===== config.mk =====
export PLATFORM = sky130hd
export DESIGN_NAME = music_ctrl
export DESIGN_NICKNAME = d
export VERILOG_FILES = /design/src/rtl/music_ctrl_pkg.sv /design/src/rtl/music_ctrl_line_counter.sv /design/src/rtl/music_ctrl.sv
export SDC_FILE = /design/constraint.sdc
export NUM_CORES = 1
export LEC_CHECK = 0
export CAP_MARGIN = 15
export CORE_MARGIN = 2
export CORE_UTILIZATION = 57
export DETAILED_ROUTE_END_ITERATION = 10
export PLACE_DENSITY = 0.78
export SLEW_MARGIN = 15
export SYNTH_ARGS = -nofsm -noshare
export SYNTH_HDL_FRONTEND = slang
export SYNTH_HIERARCHICAL = 1
export SYNTH_SLANG_ARGS = --single-unit

===== constraint.sdc =====
create_clock -name clk -period 2 [get_ports clk]
set_input_delay 0.4 -clock clk [delete_from_list [all_inputs] [get_ports clk]]
set_output_delay 0.4 -clock clk [all_outputs]
set_load 0.05 [all_outputs]

===== src/rtl/music_ctrl_pkg.sv =====
// Shared types and constants for the music controller.
package music_ctrl_pkg;

  // FSM state encodings; the raw values are visible on the state output.
  typedef enum logic [1:0] {
    StIdle  = 2'd0,
    StPlay  = 2'd1,
    StPause = 2'd2,
    StOver  = 2'd3
  } state_e;

  // Saturation limit for the per-game cleared-line total.
  localparam int unsigned LINES_MAX = 999;

  // A single drop can never credit more than this many lines.
  localparam logic [2:0] LINES_CLAMP = 3'd4;

  // Width of the OVER dwell timer.
  localparam int unsigned DWELL_W = 27;

  // Limit a raw lines_cleared value to the legal maximum.
  function automatic logic [2:0] clamp_lines(input logic [2:0] n);
    return (n > LINES_CLAMP) ? LINES_CLAMP : n;
  endfunction

endpackage


===== src/rtl/music_ctrl_line_counter.sv =====
// Line bookkeeping: clamps each drop, tracks the in-level count, speed
// and the saturating game total, and flags every speed increment.
module music_ctrl_line_counter #(
  parameter int unsigned LINES_PER_LEVEL = 10,
  parameter int unsigned MAX_SPEED       = 9
) (
  input  logic       clk,
  input  logic       rst,
  input  logic       clear,
  input  logic       lines_valid,
  input  logic [2:0] lines_cleared,
  output logic [3:0] speed,
  output logic [9:0] total_lines,
  output logic       level_up
);
  import music_ctrl_pkg::*;

  localparam logic [4:0]  LplW     = 5'(LINES_PER_LEVEL);
  localparam logic [3:0]  MaxSpdW  = 4'(MAX_SPEED);
  localparam logic [10:0] LinesMax = 11'(LINES_MAX);

  logic [3:0]  count_q;
  logic [3:0]  speed_q;
  logic [9:0]  total_q;
  logic        level_up_q;

  logic [2:0]  n;
  logic [4:0]  sum;
  logic [10:0] tot_sum;

  // Clamp the drop size and form the candidate in-level and total sums.
  always_comb begin
    n       = clamp_lines(lines_cleared);
    sum     = {1'b0, count_q} + {2'b00, n};
    tot_sum = {1'b0, total_q} + {8'h00, n};
  end

  // Counter state; clear restarts the game, zero-line drops change nothing.
  always_ff @(posedge clk or negedge rst) begin
    if (!rst) begin
      count_q    <= 4'd0;
      speed_q    <= 4'd1;
      total_q    <= 10'd0;
      level_up_q <= 1'b0;
    end else begin
      level_up_q <= 1'b0;
      if (clear) begin
        count_q <= 4'd0;
        speed_q <= 4'd1;
        total_q <= 10'd0;
      end else if (lines_valid && (n != 3'd0)) begin
        if (sum >= LplW) begin
          // Count keeps wrapping even once speed has topped out.
          count_q <= 4'(sum - LplW);
          if (speed_q < MaxSpdW) begin
            speed_q    <= speed_q + 4'd1;
            level_up_q <= 1'b1;
          end
        end else begin
          count_q <= sum[3:0];
        end
        total_q <= (tot_sum >= LinesMax) ? LinesMax[9:0] : tot_sum[9:0];
      end
    end
  end

  assign speed       = speed_q;
  assign total_lines = total_q;
  assign level_up    = level_up_q;

endmodule


===== src/rtl/music_ctrl.sv =====
// Game-state FSM driving the background-music player: arbitrates the
// control pulses, runs the OVER dwell timer and gates the music enable.
module music_ctrl #(
  parameter int unsigned LINES_PER_LEVEL = 10,
  parameter int unsigned MAX_SPEED       = 9,
  parameter int unsigned OVER_CYCLES     = 100000000
) (
  input  logic       clk,
  input  logic       rst,
  input  logic       game_start,
  input  logic       game_over,
  input  logic       pause_tgl,
  input  logic       mute,
  input  logic       lines_valid,
  input  logic [2:0] lines_cleared,
  output logic       music_en,
  output logic [3:0] speed,
  output logic [9:0] total_lines,
  output logic       level_up,
  output logic [1:0] state
);
  import music_ctrl_pkg::*;

  // Loaded on OVER entry so the exit lands exactly OVER_CYCLES edges later.
  localparam logic [DWELL_W-1:0] DwellLoad = DWELL_W'(OVER_CYCLES - 1);

  logic [1:0]         rst_sync_q;
  logic               rst_int;
  state_e             state_q, state_d;
  logic [DWELL_W-1:0] dwell_q, dwell_d;
  logic               music_en_q;

  logic in_game;
  logic over_acc;
  logic start_acc;
  logic pause_acc;
  logic lines_acc;

  // Reset asserts immediately, releases two clk edges after rst rises.
  always_ff @(posedge clk or negedge rst) begin
    if (!rst) begin
      rst_sync_q <= 2'b00;
    end else begin
      rst_sync_q <= {rst_sync_q[0], 1'b1};
    end
  end

  assign rst_int = rst_sync_q[1];

  // Accept only events legal in the current state, highest priority wins.
  always_comb begin
    in_game   = (state_q == StPlay) || (state_q == StPause);
    over_acc  = game_over && in_game;
    start_acc = game_start && !over_acc;
    pause_acc = pause_tgl && in_game && !over_acc && !start_acc;
    lines_acc = lines_valid && (state_q == StPlay) && !over_acc && !start_acc && !pause_acc;
  end

  // Next state and dwell timer; the timer only moves while in OVER.
  always_comb begin
    state_d = state_q;
    dwell_d = dwell_q;
    if (over_acc) begin
      state_d = StOver;
      dwell_d = DwellLoad;
    end else if (start_acc) begin
      state_d = StPlay;
      dwell_d = '0;
    end else begin
      case (state_q)
        StPlay: begin
          if (pause_acc) state_d = StPlay == StPlay ? StPause : StPlay;
        end
        StPause: begin
          if (pause_acc) state_d = StPlay;
        end
        StOver: begin
          if (dwell_q == '0) begin
            state_d = StIdle;
          end else begin
            dwell_d = dwell_q - 1'b1;
          end
        end
        default: ;
      endcase
    end
  end

  // FSM registers with the registered music enable.
  always_ff @(posedge clk or negedge rst_int) begin
    if (!rst_int) begin
      state_q    <= StIdle;
      dwell_q    <= '0;
      music_en_q <= 1'b0;
    end else begin
      state_q    <= state_d;
      dwell_q    <= dwell_d;
      music_en_q <= (state_d == StPlay) && !mute;
    end
  end

  music_ctrl_line_counter #(
    .LINES_PER_LEVEL (LINES_PER_LEVEL),
    .MAX_SPEED       (MAX_SPEED)
  ) u_line_counter (
    .clk           (clk),
    .rst           (rst_int),
    .clear         (start_acc),
    .lines_valid   (lines_acc),
    .lines_cleared (lines_cleared),
    .speed         (speed),
    .total_lines   (total_lines),
    .level_up      (level_up)
  );

  assign music_en = music_en_q;
  assign state    = state_q;

endmodule


==> run_results.csv, run 1 <==
group,metric,value,unit
cts,numCtsBuffers,5,
logic_synthesis,yosys.area.top_type_share,36.6,%
logic_synthesis,ys_top_cells_by_count,"dfrtp_1 (50), nor2_1 (28), o21ai_0 (27)",
timing,final_critical_path_setup_slack,-0.465,ns
grt,first_global_vias,3949,
layout,layout-drive-gt1-share,51.1,%
floorplan,core_footprint,5850,um2
critical_path,regToRegEndpoint,"dwell_q[5]",
pwr,power.combinational.fraction,62.8,%
timing,grt_setup_unrepaired,"yes",
cts,clock_sink_count,51,
critical_path,timing.critical_path.fanout_max,5,
timing,setup_viol_count_final,48,
critical_path,critical-path-top-cell-by-count,"or4_4",
run_status,violations,"negative setup slack",
cts,htree_levels,2,
pwr,p_leak,2.28,nW
grt,largest_net_degree_at_the_start_of_global_routing,50,
placed_design,placement.io_buffers,27,
placed_design,detailed_place_hpwl,6.94,mm
grt,grt_overflow_total,0,
logic_synthesis,synth-main-ff-cell,"dfrtp_1",
floorplan,die_h,81.5,um
pwr,sequentialPowerShare,25.3,%
timing,final.min_clock_period,2.47,ns
drt,post-route-drc-count,0,
drt,routed_vias,4257,
cts,clk-insertion-delay-late,0.32,ns
logic_synthesis,yosys.cell_types.count,77,
timing,final-hold-violation-count,0,
logic_synthesis,synth_top_cells_by_area,"dfrtp_1 (37%), ha_1 (5.1%), o21ai_0 (4.0%), nor2_1 (3.1%), a21oi_1 (2.9%)",
logic_synthesis,syn_inst,369,
job,drv.max_cap_violation_count,0,
logic_synthesis,syn-num-nets,395,
logic_synthesis,postSynth.asyncResetShare,100,%
critical_path,critical-path-top-delay-family,"simple AND/OR/NAND/NOR gates",
critical_path,crit_path_max_incr_delay,0.55,ns
drt,detail_route.first_pass.iterations,5,
critical_path,worst-endpoint-arrival,2.65,ns
pwr,power_switching,0.00281,W
critical_path,path_cells,"or4_4 -> or4_4 -> buf_4 -> buf_6 -> o311ai_4 -> xor2_1 -> o21ai_1",
cts,clock_tree.buffer_depth,2,
grt,grt.total_usage,37.7,%
timing,max_slew.worst_pin.slew,0.675,ns
critical_path,crit_path_end_kind,"flip-flop",
timing,finalMaxSlewViolations,0,
drt,avgRoutedWirePerCell,26.2,um
floorplan,floorplan.initialDensity,58.4,%
floorplan,chipWidth,81.5,um
pwr,p_per_cell_area,1140,nW/um2
drt,vias_per_cell,7.19,
critical_path,worst_r2r_path_depth,7,
layout,ant_diodes,0,
placed_design,place_congestion,0.885,
critical_path,path_class,"flip-flop to flip-flop",
pwr,internal_power,0.00345,W
placed_design,placedCellCount,553,
logic_synthesis,syn_area_per_cell,9.27,um2
timing,fin_worst_skew,0.0102,ns
critical_path,timing.critical_path.buf_inv,2,
critical_path,critical_path_top_delay_cell,"or4_4",
cts,hold_buf_cts,0,
critical_path,r2r_setup_slack,-0.47,ns
run_status,run_status,"finished with violations",
grt,antenna_found_initial,0,
logic_synthesis,synthesis.area,3420,um2
layout,fillerInstances,167,
cts,cts.clk_slew.worst_paths,0.10,ns
drt,drtAntennaViolNets,0,
layout,finalNetCount,542,
logic_synthesis,synth-edff-count,0,
floorplan,die_area,6630,um2
drt,drt-initial-drc-count,541,
timing,fin_crit_sh,123,%
floorplan,num_rows,28,
drt,wl,15.5,mm
cts,cts_tree,"done",
logic_synthesis,yosysSeqAreaShare,37.4,%
layout,final_core_util,94.2,%
pwr,p_sw_share,44.9,%
critical_path,timing.critical_path.from,"dwell_q[23]",
layout,final_cell_count_no_fill,592,
grt,wire_length_of_the_first_global_routing_pass,19.1,mm
critical_path,worst_r2r_startpoint,"dwell_q[23]",
critical_path,startpoint_type,"flip-flop",
logic_synthesis,synth_most_common_cell,"dfrtp_1",
timing,slew_headroom,55.0,%
cts,cts.root.buffer_cell,"clkbuf_8",
logic_synthesis,synth_warnings,6,
floorplan,floorplan.io_pins,28,
timing,final.setup.tns,-14.70,ns
layout,layout_area_growth_over_synthesis,61.1,%
timing,fmaxAchievable,0.406,GHz
logic_synthesis,yosys_register_bits,51,
critical_path,worst-endpoint-required,2.18,ns
worst_hold_path,holdCritPathClass,"input port to async pin",
pwr,largest_voltage_drop_on_the_vdd_net,838,uV
logic_synthesis,synth_area_leader_cell,"dfrtp_1",
pwr,power_frac_clock,11.9,%
power groups by stage:
| stage | sequential, W | clock (W) | combinational, W |
|---|---|---|---|
| 4_1_cts | 0.00152 | 0.000739 | 0.00327 |
| 3_3_place_gp | 0.00150 | 0 | 0.00277 |
| 2_1_floorplan | 0.00174 | 0 | 0.00146 |
| 6_report | 0.00159 | 0.000746 | 0.00393 |
| 5_1_grt | 0.00160 | 0.000776 | 0.00405 |
| 3_5_place_dp | 0.00152 | 0 | 0.00289 |
layer usage:
metal / vias up / wire (um) / global-route usage (%)
li1: 1685 / - / -
met1: 2010 / 5420 / 42.3
met2: 427 / 7390 / 67.6
met3: 135 / 1410 / 6.26
met4: 0 / 1300 / 20.7
met5: - / 0 / 0
final cells by class:
class / instances / area (um2) / area share [%]
inverter: 16 / 65.1 / 1.18
multi-input combinational: 288 / 2650 / 48.0
clock inverter: 1 / 30.0 / 0.545
tap: 75 / 93.8 / 1.70
sequential: 51 / 1280 / 23.3
timing repair buffer: 154 / 1310 / 23.8
clock buffer: 7 / 76.3 / 1.39
state kept, by name, indices dropped and copies added (netlist names):
signal / cells
dwell_q: 27
rst_sync_q: 2
u_line_counter/level_up: 1
u_line_counter/speed: 4
state: 2
music_en: 1
u_line_counter/count_q: 4
u_line_counter/total_lines: 10
placed cells by master (no fill, tap or decap), drive strengths merged, types with 4 or more instances in the layout:
master and instances:
buf 141, dfrtp 50, nor2 28, o21ai 27
nand2 24, a21oi 20, nand3 15, inv 15
ha 14, nor3 12, clkdlybuf4s50 11, xnor2 11
or3 11, nand2b 9, or4 8, nor2b 7
o311ai 7, clkbuf 7, xor2 7, a211oi 6
a31o 5, nor4 5, a2111oi 5, o31ai 4
a31oi 4, nor3b 4
kinds of logic (layout without fill, tap and decap cells):
family,Yosys count,in the layout,synth area share [%]
compound gates,108,108,23.3
xor+xnor,18,18,4.61
fa+ha+maj,16,16,6.29
buf+inv,30,178,3.99
flops,51,51,37.4
mux,2,2,0.585
other cells,1,1,0.110
simple gates,143,143,23.7
per-stage QoR:
stage	area, um2	setup WS [ns]	total power (W)	hold WS, ns
after global placement	4630	-0.909	0.00427	0.335
after CTS	5150	-0.311	0.00553	0.235
after floorplan	3640	-0.369	0.00320	0.104
after detailed placement	4630	-0.993	0.00440	0.349
after global routing	5510	-0.510	0.00643	0.241
final	5510	-0.465	0.00626	0.241
worst max-delay path by stage:
| stage | to | slack [ns] | cells after the start |
|---|---|---|---|
| after global placement | u_line_counter/speed[0] | -0.91 | 9 |
| final | dwell_q[5] | -0.47 | 7 |
| after floorplan | u_line_counter/speed[0] | -0.37 | 8 |
| after detailed placement | u_line_counter/speed[1] | -0.99 | 10 |
| after global routing | dwell_q[25] | -0.51 | 5 |
| after CTS | u_line_counter/speed[0] | -0.31 | 7 |
timing repair:
item | in CTS | in global routing
pin swaps | 50 | 36
setup endpoints to repair | 44 | 50
gates resized for setup | 82 | 58
setup buffers | 16 | 16
Note: power is estimated with default switching activity, not from simulation.
==> run 2: changes to the inputs <==
- clock period: 2 -> 2.96 ns (I/O delays scaled with it)
==> run 2 against run 1 <==
- critical path depth rose by 4
- final cell count fell by 15%
- largest power group unchanged
- via count fell by 28%
- design area fell by 25%
- sequential power fell by 31%
- first-iteration DRC count fell by 70%
- worst setup slack improved by 0.57 ns
- the run now ends clean
- clock skew rose by 0.0047 ns
- hold slack improved by 0.11 ns
==> run_results.csv, run 2 (synthesis gave the netlist of run 1 again) <==
group,metric,value,unit
run_status,run_status,"completed",
drt,vias_per_cell,6.10,
cts,clock_sink_count,51,
grt,grt.total_usage,25.4,%
layout,ant_diodes,0,
critical_path,path_cells,"clkdlybuf4s50_1 -> nor2b_4 -> ha_2 -> inv_1 -> fa_2 -> nand2b_1 -> a2111oi_4 -> o21bai_1 -> a22oi_1 -> buf_4 -> a311oi_1",
critical_path,r2r_setup_slack,0.42,ns
drt,wl,7.99,mm
placed_design,place_congestion,0.818,
critical_path,crit_cells,11,
cts,htree_levels,2,
grt,grt_overflow_total,0,
layout,layout_common_cells,"dfrtp_1 (49), buf_4 (36), nor2_1 (28)",
critical_path,crit_path_end_kind,"flip-flop",
layout,largest_register,"dwell_q",
critical_path,worst_setup_path_endpoint,"u_line_counter/total_lines[4]",
critical_path,worst_r2r_startpoint,"dwell_q[20]",
timing,slew_headroom,55.7,%
placed_design,placement.cell_area,3980,um2
cts,cts.root.buffer_cell,"clkbuf_8",
layout,layout-drive-gt1-share,19.0,%
placed_design,detailedPlace.worstSlack,-0.362,ns
floorplan,core_footprint,5850,um2
pwr,largest_voltage_drop_on_the_vdd_net,610,uV
timing,final.min_clock_period,2.86,ns
grt,grt_use_met3,4.29,%
floorplan,floorplan.initialDensity,58.4,%
critical_path,regToRegEndpoint,"music_en",
critical_path,startpoint_type,"input port",
timing,fmaxAchievable,0.350,GHz
drt,routed_vias,3057,
timing,fin_crit_sh,96.6,%
grt,globalRouteMet2Util,43.4,%
timing,worst_hold_slack,0.352,ns
timing,fin_worst_skew,0.0150,ns
critical_path,worst_r2r_path_depth,5,
critical_path,path_class,"input port to flip-flop",
critical_path,worst-endpoint-required,3.12,ns
drt,drt-initial-drc-count,162,
critical_path,timing.critical_path.fanout_max,5,
grt,antenna_found_initial,0,
floorplan,floorplan.io_pins,28,
timing,finalMaxSlewViolations,0,
job,drv.max_cap_violation_count,0,
placed_design,placement.io_buffers,27,
timing,max_slew.worst_pin.slew,0.658,ns
cts,hold_buf_cts,0,
pwr,p_per_cell_area,692,nW/um2
cts,numCtsBuffers,5,
pwr,p_leak,1.65,nW
critical_path,crit_path_max_incr_delay,0.48,ns
critical_path,critical_path_top_delay_cell,"clkdlybuf4s50_1",
layout,finalNetCount,451,
worst_hold_path,holdCritPathClass,"flip-flop to async pin",
drt,detail_route.first_pass.iterations,4,
floorplan,die_area,6630,um2
floorplan,num_rows,28,
layout,max_reg_flops,27,
cts,clk-insertion-delay-late,0.32,ns
grt,global_route.peak_usage_layer,"met2",
timing,final-hold-violation-count,0,
grt,largest_net_degree_at_the_start_of_global_routing,50,
layout,layout_commonest_cell,"dfrtp_1",
critical_path,worst-endpoint-arrival,3.02,ns
critical_path,timing.critical_path.buf_inv,3,
drt,drtAntennaViolNets,0,
critical_path,timing.critical_path.from,"lines_cleared[0]",
drt,avgRoutedWirePerCell,16.0,um
layout,fillerInstances,453,
drt,post-route-drc-count,0,
critical_path,critical-path-top-delay-family,"compound AO/OA/AOI/OAI gates",
timing,setup_viol_count_final,0,
layout,finalInstanceArea,4130,um2
timing,final_critical_path_setup_slack,0.101,ns
floorplan,chipWidth,81.5,um
cts,cts.clk_slew.worst_paths,0.11,ns
cts,post_cts.repair.setup_buffers,0,
cts,clock_tree.buffer_depth,2,
placed_design,detailed_place_hpwl,5.68,mm
grt,grt.met1_usage,33.5,%
layout,layout_area_growth_over_synthesis,20.6,%
floorplan,die_h,81.5,um
grt,wire_length_of_the_first_global_routing_pass,13.2,mm
grt,first_global_vias,2841,
cts,cts_tree,"done",
## run 2: repair_timing
item / CTS / global route
endpoints found under the setup margin: 1 / 11
endpoints found under the hold margin: 0 / 0
pin swaps: 0 / 1
resized for setup: 1 / 8
## run 2: layout make-up
class / count / area [um2] / share of cell area, %
multi-input combinational: 288 / 2050 / 49.7
sequential: 51 / 1280 / 31.1
timing repair buffer: 63 / 543 / 13.2
tap: 75 / 93.8 / 2.27
clock buffer: 5 / 68.8 / 1.67
inverter: 16 / 60.1 / 1.46
clock inverter: 3 / 26.3 / 0.637
## run 2: power by group
part	switching (W)	total [W]	internal (W)
sequential	0.000213	0.00109	0.000874
clock	0.000255	0.000430	0.000174
combinational	0.000759	0.00134	0.000580
total	0.00123	0.00286	0.00163
## run 2: worst min-delay path by stage
stage,from,end,slack (ns),cells past startpoint
2_1_floorplan,rst,rst_sync_q[0],0.30,0
3_3_place_gp,rst_sync_q[0],rst_sync_q[1],0.34,0
3_5_place_dp,rst_sync_q[0],rst_sync_q[1],0.34,0
4_1_cts,rst_sync_q[0],rst_sync_q[1],0.37,0
5_1_grt,rst_sync_q[0],rst_sync_q[1],0.38,0
6_report,rst_sync_q[1],dwell_q[2],0.35,0
## run 2: layer usage
layer / wire length, um / part of all wire, %
met5: 0 / 0
met4: 89 / 1.1
met3: 313 / 3.9
met2: 3970 / 50
met1: 3610 / 45
## run 2: stage by stage
step                      util (%)  setup TNS [ns]  std cells  power, W
after global routing          70.5       -0.000150        501   0.00307
after detailed placement      68.0           -3.45        493   0.00239
after floorplan                  -               0        369   0.00198
after CTS                     69.7               0        501   0.00283
final                         70.5               0        501   0.00286
after global placement        68.0           -1.81        493   0.00234
==> run 3: changes to the inputs <==
- DONT_BUFFER_PORTS: default -> 1
- PLACE_DENSITY: 0.78 -> 0.72
- SKIP_CTS_REPAIR_TIMING: default -> 1
==> run 3 against run 2 <==
- hold slack improved by 0.0092 ns
- clock skew decreased by 0.0040 ns
- sequential share of layout area increased by 3.5 points
- flip-flop and latch count unchanged
- worst setup slack improved by 0.30 ns
- critical path depth decreased by 6
- sequential power about the same
- design area decreased by 10%
- power decreased by 4.6%
- largest power group unchanged
==> run_results.csv, run 3 (synthesis gave the netlist of run 1 again) <==
group,metric,value,unit
run_status,run_status,"completed",
layout,layout_area_growth_over_synthesis,8.56,%
critical_path,startpoint_type,"flip-flop",
pwr,p_per_cell_area,734,nW/um2
layout,final_core_util,63.5,%
critical_path,critical_path_top_delay_cell,"or4_4",
grt,antenna_found_initial,0,
timing,final-hold-violation-count,0,
placed_design,placement.io_buffers,0,
layout,finalInstanceArea,3710,um2
timing,slew_headroom,57.9,%
grt,largest_net_degree_at_the_start_of_global_routing,50,
placed_design,placedCellCount,451,
job,drv.max_cap_violation_count,0,
floorplan,num_rows,28,
drt,drt-initial-drc-count,130,
placed_design,detailed_place_hpwl,5.30,mm
layout,regArea,1280,um2
layout,layout_commonest_cell,"dfrtp_1",
floorplan,floorplan.io_pins,28,
timing,max_slew.worst_pin.slew,0.631,ns
timing,fin_crit_sh,86.5,%
placed_design,placement.cell_area,3600,um2
critical_path,timing.critical_path.fanout_max,14,
layout,ant_diodes,0,
timing,fmaxAchievable,0.391,GHz
cts,cts_tree,"done",
timing,final.setup.tns,0,ns
floorplan,die_area,6630,um2
timing,setup_viol_count_final,0,
drt,post-route-drc-count,0,
grt,first_global_vias,2782,
floorplan,floorplan.initialDensity,58.4,%
floorplan,core_footprint,5850,um2
floorplan,chipWidth,81.5,um
worst_hold_path,holdCritPathClass,"flip-flop to async pin",
critical_path,crit_path_max_incr_delay,0.58,ns
layout,layout-drive-gt1-share,15.6,%
timing,fin_worst_skew,0.0110,ns
critical_path,path_class,"flip-flop to flip-flop",
drt,vias_per_cell,6.22,
drt,routed_vias,2863,
drt,detail_route.first_pass.iterations,4,
timing,final_critical_path_setup_slack,0.401,ns
critical_path,path_cells,"or4_4 -> or4_4 -> o31ai_4 -> a31oi_1 -> nor2_1",
critical_path,worst-endpoint-arrival,2.80,ns
timing,grt_setup_unrepaired,"no",
placed_design,place_congestion,0.787,
cts,numCtsBuffers,5,
cts,cts.clk_slew.worst_paths,0.10,ns
pwr,largest_voltage_drop_on_the_vdd_net,573,uV
critical_path,crit_path_end_kind,"flip-flop",
cts,clock_sink_count,51,
cts,htree_levels,2,
grt,grt_overflow_total,0,
drt,drtAntennaViolNets,0,
drt,avgRoutedWirePerCell,16.0,um
placed_design,detailedPlace.worstSlack,0.0826,ns
timing,final.min_clock_period,2.56,ns
floorplan,die_h,81.5,um
cts,clk-insertion-delay-late,0.31,ns
layout,multi_input_logic_area,2010,um2
critical_path,worst-endpoint-required,3.20,ns
grt,grt.total_usage,24.3,%
layout,finalNetCount,410,
pwr,p_leak,1.47,nW
layout,fillerInstances,489,
drt,wl,7.36,mm
layout,layout_common_cells,"dfrtp_1 (49), nor2_1 (28), o21ai_0 (27)",
cts,cts.root.buffer_cell,"clkbuf_8",
grt,wire_length_of_the_first_global_routing_pass,12.7,mm
critical_path,critical-path-top-cell-by-count,"or4_4",
cts,clock_tree.buffer_depth,2,
layout,max_reg_flops,27,
timing,finalMaxSlewViolations,0,
layout,final_cell_count_no_fill,460,
layout,largest_register,"dwell_q",
-- run 3: cell count changes in the layout (fill, tap and decap cells not counted), sizes merged --
cell,delta
buf,-15
clkdlybuf4s50,-26
clkinvlp,+1
clkinv,-1
inv,-2
dlymetal6s2s,-1
clkbuf,+2
dlygate4sd3,+1
-- run 3: layer usage --
layer / vias to the layer above / share of wire, % / track usage [%]
li1: 1409 / - / -
met5: - / 0 / 0
met2: 63 / 47 / 37.9
met1: 1380 / 46 / 33.8
met4: 0 / 1.3 / 8.14
met3: 11 / 5.3 / 5.05
-- run 3: critical path: cells and delay by family (launching register included) --
kind	cells	cell delay, ns
flip-flops	1	0.45
AO/OA/AOI/OAI	2	0.78
AND/OR/NAND/NOR	3	1.25
-- run 3: cell type report --
type	count	share of cell area [%]
repair buffers	22	4.52
flip-flops and latches	51	34.5
clock inverters	1	0.202
multi-input cells	288	54.0
clock buffers	7	2.60
well taps	75	2.53
inverters	16	1.62
-- run 3: path summary, 6_finish.rpt --
| path | slack [ns] | from | endpoint | depth (start not counted) |
|---|---|---|---|---|
| hold reg to reg | 0.36 | rst_sync_q[1] | dwell_q[0] | 0 |
| setup reg to reg | 0.40 | dwell_q[20] | music_en | 5 |
| min in group clk | 0.37 | rst_sync_q[0] | rst_sync_q[1] | 0 |
| setup / recovery | 0.40 | dwell_q[20] | music_en | 5 |
| hold / removal | 0.36 | rst_sync_q[1] | dwell_q[0] | 0 |
| max in group asynchronous | 2.17 | rst_sync_q[1] | u_line_counter/speed[2] | 0 |
-- run 3: where the power goes --
part | internal (W) | switching (W)
clock | 0.000213 | 0.000234
combinational | 0.000486 | 0.000703
sequential | 0.000874 | 0.000214
total | 0.00157 | 0.00115
-- run 3: through the flow --
| stage | total power, W | hold slack (ns) |
|---|---|---|
| 2_1_floorplan | 0.00198 | 0.296 |
| 3_3_place_gp | 0.00225 | 0.297 |
| 3_5_place_dp | 0.00228 | 0.297 |
| 4_1_cts | 0.00274 | -0.0472 |
| 5_1_grt | 0.00295 | 0.369 |
| 6_report | 0.00272 | 0.361 |
==> RTL edit 1: new RTL, config.mk and constraints of run 1 <==
The package constant `DWELL_W` goes from 27 to 23.
--- a/src/rtl/music_ctrl_pkg.sv
+++ b/src/rtl/music_ctrl_pkg.sv
@@ -18,3 +18,3 @@
   // Width of the OVER dwell timer.
-  localparam int unsigned DWELL_W = 27;
+  localparam int unsigned DWELL_W = 23;
 
Behaviour: no difference found for any inputs over 10 cycles, from zero or initial values and one cycle with rst low; that may be too few to reach the edited logic, so the function may still have changed.
==> RTL edit 1 against run 1 <==
  * Setup slack lost 60 ps
  * Largest cell class unchanged
  * Sequential cell count shrank 4
  * Final area shrank 12%
  * Routed wire length shrank 20%
  * Highest routed layer unchanged
  * Synthesized cell count shrank 8.4%
  * Sequential share of layout area grew 1.0 points
  * Total power shrank 12%
  * Synthesized area shrank 6.4%
  * The run still ends with negative setup slack left
==> RTL edit 1: results (changes against run 1) <==
| Result | Value | Delta |
|---|---|---|
| Maximum number of pins on one net before global-route repair | 27 | -46% |
| Non-filler cells, final | 526 | -11% |
| Proportion of layout cells with a drive suffix above 1 | 0.471 | -0.0393 |
| Worst r2r dst | u_line_counter/count_q[2] |  |
| Run status | complete, but fails checks |  |
| Number of flip-flops under the largest register name | 23 | -15% |
| Maximum single-stage delay on the critical path | 590 ps | +40 ps |
| Wire length of the first global-routing pass | 16.2 mm | -15% |
| HPWL Detailed | 6.09 mm | -12% |
| Number of gates resized after cts | 41 | -50% |
| DRT Wirelength | 12.5 mm | -20% |
| GRT met2 Usage | 0.591 | -0.0848 |
| Cell count after placement | 497 | -10% |
| Final number of setup-violating endpoints | 25 | -48% |
| Vias in the first global route | 3378 | -14% |
| Avg Cell Area, Syn | 9.47 um2 | +2.2% |
| M1 GR Usage | 0.392 | -0.0309 |
| Number of DRC markers in iteration 0 | 366 | -32% |
| Routability cong. | 0.943 | +6.6% |
| Max Fanout on Critical Path | 4 | -1 |
| Dominant cells by area after synthesis | dfrtp_1 (36%), ha_1 (5.5%), xnor2_1 (4.9%) |  |
| Synthesized Nets | 364 | -7.8% |
| Reg-to-Reg Start | u_line_counter/count_q[0] |  |
| Length of routed met2 wiring | 6.17 mm | -16% |
| Final critical-path setup slack | -525 ps | -59.5 ps |
| Leakage power | 0.00206 uW | -9.5% |
| Met3 wire len | 1.14 mm | -19% |
| Wire length on met1 | 4.53 mm | -16% |
| Failing checks | negative setup slack |  |
| Yosys cell types | 74 | -3.9% |
| Cell with the largest stage delay on the worst path | fa_2 |  |
| Global-route usage over all layers | 0.333 | -0.0434 |
| Final #Nets | 479 | -12% |
| Post-CTS Setup Bufs | 9 | -7 |
| Number of cells on the worst reg-to-reg path | 8 | +1 |
| Fraction of the mapped netlist area in compound gates | 0.222 | -0.0115 |
| Xor/xnor cell area share of the yosys netlist | 0.0684 | +0.0223 |
| Worst Max-Slew Pin Slew | 646 ps | -28.7 ps |
| Mux cell area share after synthesis | 0.00313 | -0.00273 |
| Crit-path leading delay family | adder cells |  |
RTL edit 1: changes by cell type after synthesis, sizes merged, moves of 3 or more:
cell	run 1	this run
nor2b	7	2
xnor2	11	18
o311ai	7	1
a211oi	6	9
dfrtp	50	46
or4	8	2
nand2	24	18
or3	11	3
o31ai	4	1
nor2	28	25
nand3	15	9
a21oi	20	17
RTL edit 1: per-stage QoR:
stage	instance area [um2]	util	TNS [ps]	setup WS (ps)
finish	4870	0.890	-5990	-525
global route	4870	0.890	-7870	-552
CTS	4500	0.822	-3470	-381
detailed placement	4100	0.748	-15910	-1030
global placement	4100	0.748	-14930	-925
floorplan	3290	-	-4140	-369
RTL edit 1: final cells by class:
cell class,instances,area [um2]
Inverter,17,66.3
Multi-Input combinational cell,260,2370
Sequential cell,47,1180
Clock inverter,2,60.1
Timing Repair Buffer,122,1030
Clock buffer,6,72.6
Fill cell,225,603
Tap cell,72,90.1
RTL edit 1: where the power goes:
group	internal, uW	switching, uW
Combinational	1460	1680
Sequential	1190	340
Clock	501	375
==> RTL edit 2: new RTL, flow settings as in run 1 <==
Without the edit above. Remove the register `music_en_q`: a continuous assignment takes its place, so the output `music_en` follows one clock earlier.
--- a/src/rtl/music_ctrl.sv
+++ b/src/rtl/music_ctrl.sv
@@ -93,3 +93,2 @@
       dwell_q    <= '0;
-      music_en_q <= 1'b0;
     end else begin
@@ -97,5 +96,6 @@
       dwell_q    <= dwell_d;
-      music_en_q <= (state_d == StPlay) && !mute;
     end
   end
+
+  assign music_en_q = (state_d == StPlay) && !mute;
 
Function: changed (Yosys sat finds a counterexample within 4 cycles, from zero or initial values and one cycle with rst low).
==> RTL edit 2 against run 1 <==
  * The flow now stops in global routing (5_1_grt)
  * Synthesized area down 0.73%
==> RTL edit 2: results (changes against run 1) <==
| Result | Value | Delta |
|---|---|---|
| Worst ep type | top-level output |  |
| Number of clock buffers inserted by TritonCTS | 5 | unchanged |
| Yosys warning count | 6 | unchanged |
| Depth of the CTS H-tree | 2 | unchanged |
| Seq/Total Area, Yosys | 0.369 | -0.00462 |
| Run status | aborted with a tool error |  |
| Pin ending the worst setup path after global-route repair | music_en |  |
| Netlist area before placement | 3390 um2 | -0.73% |
| Yosys cell types | 77 | unchanged |
| Share of async-settable or async-resettable flops after synthesis | 1.00 | unchanged |
| Commonest cells post-synth | dfrtp_1 (49), nor2_1 (28), o21ai_0 (27) |  |
| Placed inst area | 4760 um2 | +2.9% |
| Stop err | [ERROR DPL-0038] Utilization greater than 100%, impossible to legalize |  |
| Sink Count | 50 | -2.0% |
| Dominant cells by area after synthesis | dfrtp_1 (36%), ha_1 (5.2%), o21ai_0 (4.0%) |  |
| Last stage | global routing (5_1_grt) |  |
| Clock root cell | clkbuf_8 |  |
| Most used flip-flop cell after synthesis | dfrtp_1 |  |
| Synthesized Nets | 394 | -0.25% |
| Maximum number of pins on one net before global-route repair | 38 |  |
| CTS hold repair buffers | 0 | unchanged |
| Clock Tree Buf Depth | 2 | unchanged |
| IO buf count | 27 | unchanged |
| Routability cong. | 0.910 | +2.8% |
| HPWL Detailed | 7.41 mm | +6.7% |
## RTL edit 2: cell families after synthesis
kind of cell | count (synthesis) | share of synthesized area
and+or+nand+nor | 143 | 0.239
other | 1 | 0.00110
adders and majority gates | 16 | 0.0634
DFF | 50 | 0.369
muxes | 2 | 0.00590
AOI/OAI and AO/OA | 108 | 0.235
xor gates and xnor gates | 18 | 0.0464
buffers and inverters | 30 | 0.0402
## RTL edit 2: per-stage QoR
stage | utilization | TNS (ps) | instances | setup slack, ps | hold slack (ps)
CTS | 0.943 | -11400 | 604 | -987 | 169
detailed placement | 0.814 | -23330 | 575 | -979 | 160
global placement | 0.814 | -21380 | 575 | -888 | 156
floorplan | - | -6990 | 368 | -616 | 104
## RTL edit 2: what timing repair did
action                     CTS
setup endpoints to repair   47
resized for setup          109
hold endpoints to repair     0
setup buffers               22
gates cloned                 1
pin swaps                   46
